## config.mk

```make
export PLATFORM = sky130hd
export DESIGN_NAME = fifo_fwft_flat
export DESIGN_NICKNAME = d
export VERILOG_FILES = /design/src/rtl/fifo_pkg.sv /design/src/rtl/fifo_fwft_if.sv /design/src/rtl/fifo_mem.sv /design/src/rtl/fifo_fwft.sv /design/src/flat_wrapper.sv
export SDC_FILE = /design/constraint.sdc
export NUM_CORES = 2
export LEC_CHECK = 0
export CAP_MARGIN = 40
export CORE_MARGIN = 3
export CORE_UTILIZATION = 25
export CTS_BUF_LIST = sky130_fd_sc_hd__clkbuf_8
export CTS_CLUSTER_SIZE = 16
export DETAILED_ROUTE_END_ITERATION = 10
export MAX_ROUTING_LAYER = met4
export PLACE_DENSITY = 0.37
export SYNTH_ARGS = -nofsm -noshare
export SYNTH_HDL_FRONTEND = slang
export SYNTH_SLANG_ARGS = --single-unit
```

## constraint.sdc

```tcl
create_clock -name i_clk -period 3.95 [get_ports i_clk]
set_input_delay 0.79 -clock i_clk [delete_from_list [all_inputs] [get_ports i_clk]]
set_output_delay 0.79 -clock i_clk [all_outputs]
set_load 0.03 [all_outputs]
```

## src/rtl/fifo_pkg.sv

```systemverilog
// Shared constants and helpers for the FIFO family: the read-mode encoding and a
// width helper used to size pointers and counters.
package fifo_pkg;

  localparam int FWFT_STD          = 0;
  localparam int FWFT_FALL_THROUGH = 1;

  function automatic int clog2(input int value);
    int result;
    result = 0;
    for (int i = 0; i < 31; i++) begin
      if ((1 << i) < value) result = i + 1;
    end
    return result;
  endfunction

endpackage

```

## src/rtl/fifo_fwft_if.sv

```systemverilog
// Write/read/status bundle of fifo_fwft. The master side is the FIFO user and
// the slave side is the FIFO itself.
interface fifo_fwft_if #(
   parameter int WIDTH = 8,
   parameter int DEPTH = 256
);
   import fifo_pkg::*;

   localparam int AW = clog2(DEPTH);

   logic             i_wr_dv;
   logic [WIDTH-1:0] i_wr_data;
   logic             o_full;
   logic [AW:0]      i_af_level;
   logic             o_af_flag;
   logic             i_rd_en;
   logic             o_rd_dv;
   logic [WIDTH-1:0] o_rd_data;
   logic             o_empty;
   logic [AW:0]      i_ae_level;
   logic             o_ae_flag;
   logic [AW:0]      o_count;
   logic             o_ovf;
   logic             o_udf;

   modport master (
      output i_wr_dv, i_wr_data, i_af_level, i_rd_en, i_ae_level,
      input  o_full, o_af_flag, o_rd_dv, o_rd_data, o_empty, o_ae_flag,
             o_count, o_ovf, o_udf
   );

   modport slave (
      input  i_wr_dv, i_wr_data, i_af_level, i_rd_en, i_ae_level,
      output o_full, o_af_flag, o_rd_dv, o_rd_data, o_empty, o_ae_flag,
             o_count, o_ovf, o_udf
   );

endinterface

```

## src/rtl/fifo_mem.sv

```systemverilog
// Simple dual-port storage with a registered 1-cycle read port. The caller
// guarantees a location is never read in the cycle it is written.
module fifo_mem import fifo_pkg::*; #(
   parameter int WIDTH = 8,
   parameter int DEPTH = 256
) (
   input  logic                     i_clk,
   input  logic                     i_rst,
   input  logic                     i_wr_en,
   input  logic [clog2(DEPTH)-1:0]  i_wr_addr,
   input  logic [WIDTH-1:0]         i_wr_data,
   input  logic                     i_rd_en,
   input  logic [clog2(DEPTH)-1:0]  i_rd_addr,
   output logic [WIDTH-1:0]         o_rd_data
);

   logic [WIDTH-1:0] mem [DEPTH];

   // NOTE: the array has no reset so it maps onto block RAM; only the read
   // register below is cleared. Sequential state always uses <= so every
   // flop samples pre-edge values regardless of block ordering.
   always_ff @(posedge i_clk) begin
      if (i_wr_en) mem[i_wr_addr] <= i_wr_data;
   end

   always_ff @(posedge i_clk) begin
      if (i_rst)        o_rd_data <= '0;
      else if (i_rd_en) o_rd_data <= mem[i_rd_addr];
   end

endmodule

```

## src/rtl/fifo_fwft.sv

```systemverilog
// Synchronous FIFO with standard or first-word-fall-through read port.
// Define FIFO_ERR_FLAGS_EN to build the sticky overflow/underflow flags.
module fifo_fwft import fifo_pkg::*; #(
   parameter int WIDTH = 8,
   parameter int DEPTH = 256,
   parameter int FWFT  = FWFT_STD
) (
   input  logic       i_clk,
   input  logic       i_rst,
   fifo_fwft_if.slave bus
);

   localparam int          AW        = clog2(DEPTH);
   localparam logic [AW:0] DEPTH_CNT = (AW+1)'(DEPTH);

   logic [AW-1:0]    wr_ptr;
   logic [AW-1:0]    rd_ptr;
   logic [AW:0]      count;
   logic             wr_acc;
   logic             rd_acc;
   logic             fetch;
   logic [WIDTH-1:0] mem_rd_data;

   assign wr_acc = bus.i_wr_dv && (count < DEPTH_CNT);

   // rd_ptr follows RAM fetches; count follows reads/pops seen by the user.
   always_ff @(posedge i_clk) begin
      if (i_rst) begin
         wr_ptr <= '0;
         rd_ptr <= '0;
         count  <= '0;
      end else begin
         if (wr_acc) wr_ptr <= wr_ptr + 1'b1;
         if (fetch)  rd_ptr <= rd_ptr + 1'b1;
         case ({wr_acc, rd_acc})
            2'b10:   count <= count + 1'b1;
            2'b01:   count <= count - 1'b1;
            default: count <= count;
         endcase
      end
   end

   fifo_mem #(.WIDTH(WIDTH), .DEPTH(DEPTH)) u_mem (
      .i_clk     (i_clk),
      .i_rst     (i_rst),
      .i_wr_en   (wr_acc),
      .i_wr_addr (wr_ptr),
      .i_wr_data (bus.i_wr_data),
      .i_rd_en   (fetch),
      .i_rd_addr (rd_ptr),
      .o_rd_data (mem_rd_data)
   );

   generate
      if (FWFT == FWFT_FALL_THROUGH) begin : g_fwft
         // Two-stage prefetch: the RAM read register, then the presented word.
         logic             s1_valid;
         logic             out_valid;
         logic             s1_take;
         logic [WIDTH-1:0] out_data;
         logic [AW:0]      ram_words;

         assign rd_acc    = bus.i_rd_en && out_valid;
         assign s1_take   = s1_valid && (!out_valid || rd_acc);
         assign ram_words = count - {{AW{1'b0}}, s1_valid} - {{AW{1'b0}}, out_valid};
         assign fetch     = (ram_words != '0) && (!s1_valid || s1_take);

         always_ff @(posedge i_clk) begin
            if (i_rst) begin
               s1_valid  <= 1'b0;
               out_valid <= 1'b0;
               out_data  <= '0;
            end else begin
               if (fetch)        s1_valid <= 1'b1;
               else if (s1_take) s1_valid <= 1'b0;

               if (s1_take) begin
                  out_valid <= 1'b1;
                  out_data  <= mem_rd_data;
               end else if (rd_acc) begin
                  out_valid <= 1'b0;
               end
            end
         end

         assign bus.o_rd_dv   = out_valid;
         assign bus.o_rd_data = out_data;
      end else begin : g_std
         logic rd_dv;

         assign rd_acc = bus.i_rd_en && (count != '0);
         assign fetch  = rd_acc;

         always_ff @(posedge i_clk) begin
            if (i_rst) rd_dv <= 1'b0;
            else       rd_dv <= rd_acc;
         end

         assign bus.o_rd_dv   = rd_dv;
         assign bus.o_rd_data = mem_rd_data;
      end
   endgenerate

`ifdef FIFO_ERR_FLAGS_EN
   logic ovf;
   logic udf;

   always_ff @(posedge i_clk) begin
      if (i_rst) begin
         ovf <= 1'b0;
         udf <= 1'b0;
      end else begin
         if (bus.i_wr_dv && !wr_acc) ovf <= 1'b1;
         if (bus.i_rd_en && !rd_acc) udf <= 1'b1;
      end
   end

   assign bus.o_ovf = ovf;
   assign bus.o_udf = udf;
`else
   assign bus.o_ovf = 1'b0;
   assign bus.o_udf = 1'b0;
`endif

   assign bus.o_count   = count;
   assign bus.o_full    = (count == DEPTH_CNT);
   assign bus.o_empty   = (count == '0);
   assign bus.o_af_flag = (count >= bus.i_af_level);
   assign bus.o_ae_flag = (count <= bus.i_ae_level);

endmodule
```

## src/flat_wrapper.sv

```systemverilog
// flat-port wrapper written by rule: the top's interface ports become plain ports
module fifo_fwft_flat import fifo_pkg::*;
#(
   parameter int WIDTH = 8,
   parameter int DEPTH = 256,
   parameter int FWFT  = FWFT_STD
)
  (i_clk, i_rst, bus_i_wr_dv, bus_i_wr_data, bus_i_af_level, bus_i_rd_en, bus_i_ae_level, bus_o_full, bus_o_af_flag, bus_o_rd_dv, bus_o_rd_data, bus_o_empty, bus_o_ae_flag, bus_o_count, bus_o_ovf, bus_o_udf);
  fifo_fwft_if #(.WIDTH(WIDTH), .DEPTH(DEPTH)) bus_i ();
  input  logic i_clk;
  input  logic i_rst;
  input wire logic [$bits(bus_i.i_wr_dv)-1:0] bus_i_wr_dv;
  input wire logic [$bits(bus_i.i_wr_data)-1:0] bus_i_wr_data;
  input wire logic [$bits(bus_i.i_af_level)-1:0] bus_i_af_level;
  input wire logic [$bits(bus_i.i_rd_en)-1:0] bus_i_rd_en;
  input wire logic [$bits(bus_i.i_ae_level)-1:0] bus_i_ae_level;
  output wire logic [$bits(bus_i.o_full)-1:0] bus_o_full;
  output wire logic [$bits(bus_i.o_af_flag)-1:0] bus_o_af_flag;
  output wire logic [$bits(bus_i.o_rd_dv)-1:0] bus_o_rd_dv;
  output wire logic [$bits(bus_i.o_rd_data)-1:0] bus_o_rd_data;
  output wire logic [$bits(bus_i.o_empty)-1:0] bus_o_empty;
  output wire logic [$bits(bus_i.o_ae_flag)-1:0] bus_o_ae_flag;
  output wire logic [$bits(bus_i.o_count)-1:0] bus_o_count;
  output wire logic [$bits(bus_i.o_ovf)-1:0] bus_o_ovf;
  output wire logic [$bits(bus_i.o_udf)-1:0] bus_o_udf;
  assign bus_i.i_wr_dv = bus_i_wr_dv;
  assign bus_i.i_wr_data = bus_i_wr_data;
  assign bus_i.i_af_level = bus_i_af_level;
  assign bus_i.i_rd_en = bus_i_rd_en;
  assign bus_i.i_ae_level = bus_i_ae_level;
  assign bus_o_full = bus_i.o_full;
  assign bus_o_af_flag = bus_i.o_af_flag;
  assign bus_o_rd_dv = bus_i.o_rd_dv;
  assign bus_o_rd_data = bus_i.o_rd_data;
  assign bus_o_empty = bus_i.o_empty;
  assign bus_o_ae_flag = bus_i.o_ae_flag;
  assign bus_o_count = bus_i.o_count;
  assign bus_o_ovf = bus_i.o_ovf;
  assign bus_o_udf = bus_i.o_udf;
  fifo_fwft #(.WIDTH(WIDTH), .DEPTH(DEPTH), .FWFT(FWFT)) u_core (.i_clk(i_clk), .i_rst(i_rst), .bus(bus_i));
endmodule
```

== Word-level counts from Yosys, hierarchy flattened ==
Memory sizes are Yosys's and may differ from the RTL's. A register that Yosys moved wholly into a read port is not among the register bits.
Cells that the tools add are included.

* Bits in registers: 26
* Memory bits (writable): 2,048
* Memories: 1
* Input bits: 30

* Equality and inequality tests: 3
* Magnitude comparators: 3
* Muxes and demuxes: 3
* Add/sub/neg operators: 4
* Reductions and logical operators: 5

{| class="wikitable"
|+ Memories
! memory !! words !! width !! read ports !! clocked after memory_dff !! write ports !! RTL line !! RTL
|-
| u_core.u_mem.mem || 256 || 8 || 1 || 1 || 1 || fifo_mem.sv:17 || <nowiki>logic [WIDTH-1:0] mem [DEPTH];</nowiki>
|}

{| class="wikitable"
|+ Operators with widths
! operator !! number
|-
| case mux 9 bit (2 select lines) || 1
|-
| adder 8 x 1 -> 8 bit (second input constant) || 2
|-
| adder 9 x 1 -> 9 bit (second input constant) || 1
|-
| equality test 9 bit (second input constant) || 1
|-
| >= comparator 9 bit || 1
|-
| less-or-equal comparator 9 bit || 1
|-
| logical NOT 9 bit || 1
|-
| less-than comparator 9 bit (second input constant) || 1
|-
| nonzero test 9 bit || 1
|-
| subtractor 9 x 1 -> 9 bit (second input constant) || 1
|-
| equality test 2 x 1 -> 1 bit (second input constant) || 1
|-
| equality test 2 bit (second input constant) || 1
|-
| logical AND 1 bit || 2
|-
| 2-to-1 mux 1 bit || 2
|-
| nonzero test 2 bit || 1
|}

== Depth between registers and ports, before layout ==
* Depth after elaboration: 4
* Depth in mapped cells: 14

== Cells and area by module ==
Synthesis repeated with hierarchy kept, for this count alone.

* Cell total of the unflattened synthesis: 4,170
* Area total of the unflattened synthesis: 82,452.8 um2

{| class="wikitable"
|+ By module, submodules not included
! module !! cells an instance !! instances !! area an instance (um2)
|-
| fifo_mem || 3,938 || 1 || 80,524.7
|-
| fifo_fwft || 232 || 1 || 1,928.1
|}

== Worst setup path before layout ==
OpenSTA, ideal clock, no wires.

* Path kind: register -> register
* From: register u_core.count[0], in the netlist u_core.bus.o_count[0]
* To: register u_core.count[8], in the netlist u_core.bus.o_count[8]
* Library setup time: 0.121 ns
* Path slack: 0.104 ns
* Period minus slack after synthesis: 3.846 ns
* Required time: 3.829 ns
* Arrival time: 3.725 ns
* Stages on the path, launching flop included: 15
* Path through: dfxtp_1 > nor4_1 > a31o_2 > clkbuf_1 > inv_1 > clkbuf_1 > ha_1 > fa_1 > a21o_1 > a21oi_1 > o21bai_1 > a2111oi_0 > nor3_1 > mux2i_1 > mux2_2

* Cells in the longest elaborated chain, start to end: 4
* Elaborated cells between the ends (all ways): 10
* Those cells by class: 2 x add/sub; 1 x order compare; 2 x eq/ne; 1 x mux; 4 x reduce/logical

{| class="wikitable"
|+ Ends and longest elaborated chain
! element !! RTL line !! RTL
|-
| start, declared || fifo_fwft.sv:18 || <nowiki>logic [AW:0] count;</nowiki>
|-
| start signal, assigned || fifo_fwft.sv:36 || <nowiki>2'b10: count <= count + 1'b1;</nowiki>
|-
| start signal, assigned || fifo_fwft.sv:37 || <nowiki>2'b01: count <= count - 1'b1;</nowiki>
|-
| start signal, assigned || fifo_fwft.sv:38 || <nowiki>default: count <= count;</nowiki>
|-
| nonzero test 9 bit (*) || fifo_fwft.sv:91 || <nowiki>assign rd_acc = bus.i_rd_en && (count != '0);</nowiki>
|-
| logical AND 1 bit (*) || fifo_fwft.sv:91 ||
|-
| named net u_core.fetch || fifo_fwft.sv:21 || <nowiki>logic fetch;</nowiki>
|-
| equality test 2 x 1 -> 1 bit / equality test 2 bit (equally long branches) || fifo_fwft.sv:35 || <nowiki>case ({wr_acc, rd_acc})</nowiki>
|-
| case mux 9 bit (2 select lines) / nonzero test 2 bit (equally long branches) || - ||
|}

Mark *: on every way through the listed nets, which the timed path passes. The rest lies on a longest branch.
A chain may end at the register's enable or synchronous reset.

== Final worst setup path ==
* From: register u_core.count[0], in the netlist u_core.bus.o_count[0]
* To: output bus_o_af_flag

* Cells in the longest elaborated chain, start to end: 1

{| class="wikitable"
|+ Ends and longest elaborated chain
! element !! RTL line !! RTL
|-
| >= comparator 9 bit || fifo_fwft.sv:128 || <nowiki>assign bus.o_af_flag = (count >= bus.i_af_level);</nowiki>
|-
| end, declared || flat_wrapper.sv:18 || <nowiki>output wire logic [$bits(bus_i.o_af_flag)-1:0] bus_o_af_flag;</nowiki>
|}

No other way between the ends.

==> metrics.cfg <==
[flow_run]
maxCapViolCount = 0

[power_and_ir_drop]
power_leakage_nw = 31.0
p_int_mw = 38.1
swShare = 0.282
p_switching_mw = 15.0
ir_drop_mv = 0.250
p_seq_frac = 0.463
powerDensity_nw_per_um2 = 541
combPwrFrac = 0.186
finalPower_mw = 53.2
pwr-share-clk = 0.351

[placement]
placed_cells = 8706
hpwl_mm = 176
gp_congestion = 0.796
port_buffers = 51

[timing]
worst-slew-pin-transition_ps = 1070
hold_viol_final = 0
drv_slew = 0
slew-limit-headroom = 0.285
finClkSkew_ps = 73.6
fmax_mhz = 269
rsz0062_at_grt = false
period_share = 0.941
finalSetupViolations = 0
finalCriticalPeriod_ps = 3720
hold_ws_ps = 227

[layout]
post_route_cells_drive_above_1_share = 0.312
fillers = 31899
fin_nets = 4823
final_cells = 9376
syn_to_final_growth_pct = 20.3

[route]
drt_iter0_drc = 3890
drtPass1Iterations = 6
antenna_left = 0
drt-wirelength-per-cell_um = 29.1
via_count = 43186
wirelength_mm = 273
drcViolationCount = 0
via_per_inst = 4.61

[critical_path]
cp_slowest_cell = dfxtp_2
crit_path_end_kind = output port
critPathTopFamily = compound AO/OA/AOI/OAI gates
crit_chain = inv_1, ha_1, nand2b_1, a21o_1, a21o_1, a21o_1, a211o_1, a21oi_2, o21ai_0, buf_4
r2r_cells = 9
crit_fanout = 2
slowest_delay_ps = 320
cp_num_buf_inv = 2
worst_ep_required_time_ps = 3160
arrival_ps = 2930
reg2reg_from = u_core.rd_ptr[0]$_SDFFE_PP0P_
crit_top_cell = a21o_1
cp.depth = 10
critPathLaunchType = flop
critPathKind = flop to output port
critPathLaunch = u_core.bus.o_count[0]$_SDFFE_PP0P_

[yosys]
synth.top_cell.area_share = 0.753
syn_avg_cell_area_um2 = 20.5
synthArstFlopShare = 0
synth_edf_count = 2048
ys_seq_area_frac = 0.761
netlist_area_um2 = 81700
synth_cell_type_count = 72
synth_ff_type = edfxtp_1
yosysMostFrequentCell = edfxtp_1
synthCells = 3978
ys_warn_count = 0
yosys.area.top_type = edfxtp_1
synth.area.top_cells = edfxtp_1 (75%), mux4_2 (13%), mux2i_1 (1.9%)
ys_ff_latch = 2082
synth_common_cells = edfxtp_1 (2048), mux4_2 (468), nor2_1 (330)

[cts]
cts_hold_buf = 0
clock_latency_ps = 990
clk_pin_slew_ps = 50
h-tree-depth = 5
cts_made_buffers = 377
cts.sinks = 2082
cts_tree = yes
cts_max_path_buffers = 4
cts-root-buf = clkbuf_8

[floorplanning]
core-area_um2 = 325000
die-area_um2 = 334000
die_w_um = 578
rows = 209
ios = 54
start_util = 0.252
die_height_um = 578

[worst_hold_path]
worstHoldStart = bus_i_wr_data[2]
whs_path_depth = 1
hp-class = input port to flop

[global_routing]
grt_start_max_net_pins = 125
grt_pass1_wl_mm = 378
grt_use_total = 0.166
grt_pass1_vias = 45006
grt_overflow_total = 0
antenna_found_initial = 23

[run_status]
outcome = completed

power by group through the flow:
stage          clock (mW)  combinational [mW]  sequential [mW]
2_1_floorplan           0                5.70             25.1
3_3_place_gp            0                10.2             25.1
3_5_place_dp            0                10.1             25.1
4_1_cts              19.3                10.2             24.6
5_1_grt              20.3                10.5             24.6
6_report             18.6                9.89             24.6
per-layer routing:
metal	part of all wire	vias up	GRT usage
met5	0	-	-
met3	0.047	413	0.0257
li1	-	18145	-
met2	0.47	1274	0.260
met4	0.025	0	0.0419
met1	0.45	23354	0.227
stage by stage:
step                      worst slack (ps)  cell area, um^2   util  setup TNS (ps)
after floorplan                        104            81700      -               0
after global placement                -236            91500  0.282            -236
after detailed placement              -101            91500  0.282            -101
after CTS                             7.16            98200  0.302               0
after global routing                  15.0            98300  0.303               0
final                                  232            98300  0.303               0
final timing paths:
check | end | slack [ps]
setup reg to reg | u_core.u_mem.o_rd_data[6]$_SDFFE_PP0P_ | 330
hold / removal | u_core.u_mem.mem[75][2]$_DFFE_PP_ | 230
setup / recovery | bus_o_af_flag | 230
hold reg to reg | u_core.wr_ptr[1]$_SDFFE_PP0P_ | 520
logic make-up (layout without fill, tap and decap cells):
family          Yosys count  in the layout  share of synthesized area
flops                  2082           2082                      0.761
mux                     644            644                      0.152
simple gates            550            550                     0.0286
compound gates          386            386                     0.0330
buf+inv                 266           1327                     0.0184
fa+ha+maj                32             32                    0.00499
xor+xnor                 17             17                    0.00182
other cells               1             13                  0.0000459
registers in the layout (all words and copies together) (netlist names):
signal                  cells
u_core.u_mem.mem         2048
u_core.bus.o_count          9
u_core.rd_ptr               8
u_core.u_mem.o_rd_data      8
u_core.wr_ptr               8
u_core.bus.o_rd_dv          1
final cells by class:
cell class | count | area, um^2 | share of cell area
sequential | 2082 | 62200 | 0.633
multi-input combinational | 1631 | 18100 | 0.185
timing repair buffer | 640 | 5700 | 0.0580
tap | 4325 | 5410 | 0.0551
clock buffer | 386 | 5310 | 0.0541
clock inverter | 272 | 1380 | 0.0140
inverter | 29 | 110 | 0.00112
antenna | 11 | 27.5 | 0.000280
timing repair:
item	CTS	global route
setup endpoints to repair	2	2
pin swaps	0	3
setup buffers	0	1
gates resized for setup	7	6
placed cells by master (no fill, tap or decap), drive strengths merged, types with 13 or more instances in the layout:
master,count
nor3,27
clkbuf,386
o22ai,37
mux2,17
a22o,18
a22oi,47
a211oi,29
edfxtp,2048
clkdlybuf4s50,40
ha,31
clkinv,134
o21ai,49
nor2b,26
nand3,35
nor2,330
mux4,474
a221oi,36
a21o,13
a21oi,75
dfxtp,34
inv,153
nand2,85
o211ai,14
mux2i,153
buf,599
worst register-to-register path, cell delays in order (launching register included):
cell and delay [ps]:
dfxtp_4 470, buf_12 210, buf_12 320, buf_4 360
mux4_2 580, a221oi_1 250, o21ai_0 220, buf_4 210
o311ai_1 660, o31ai_1 170
No activity file was read; power rests on OpenSTA's default activity.
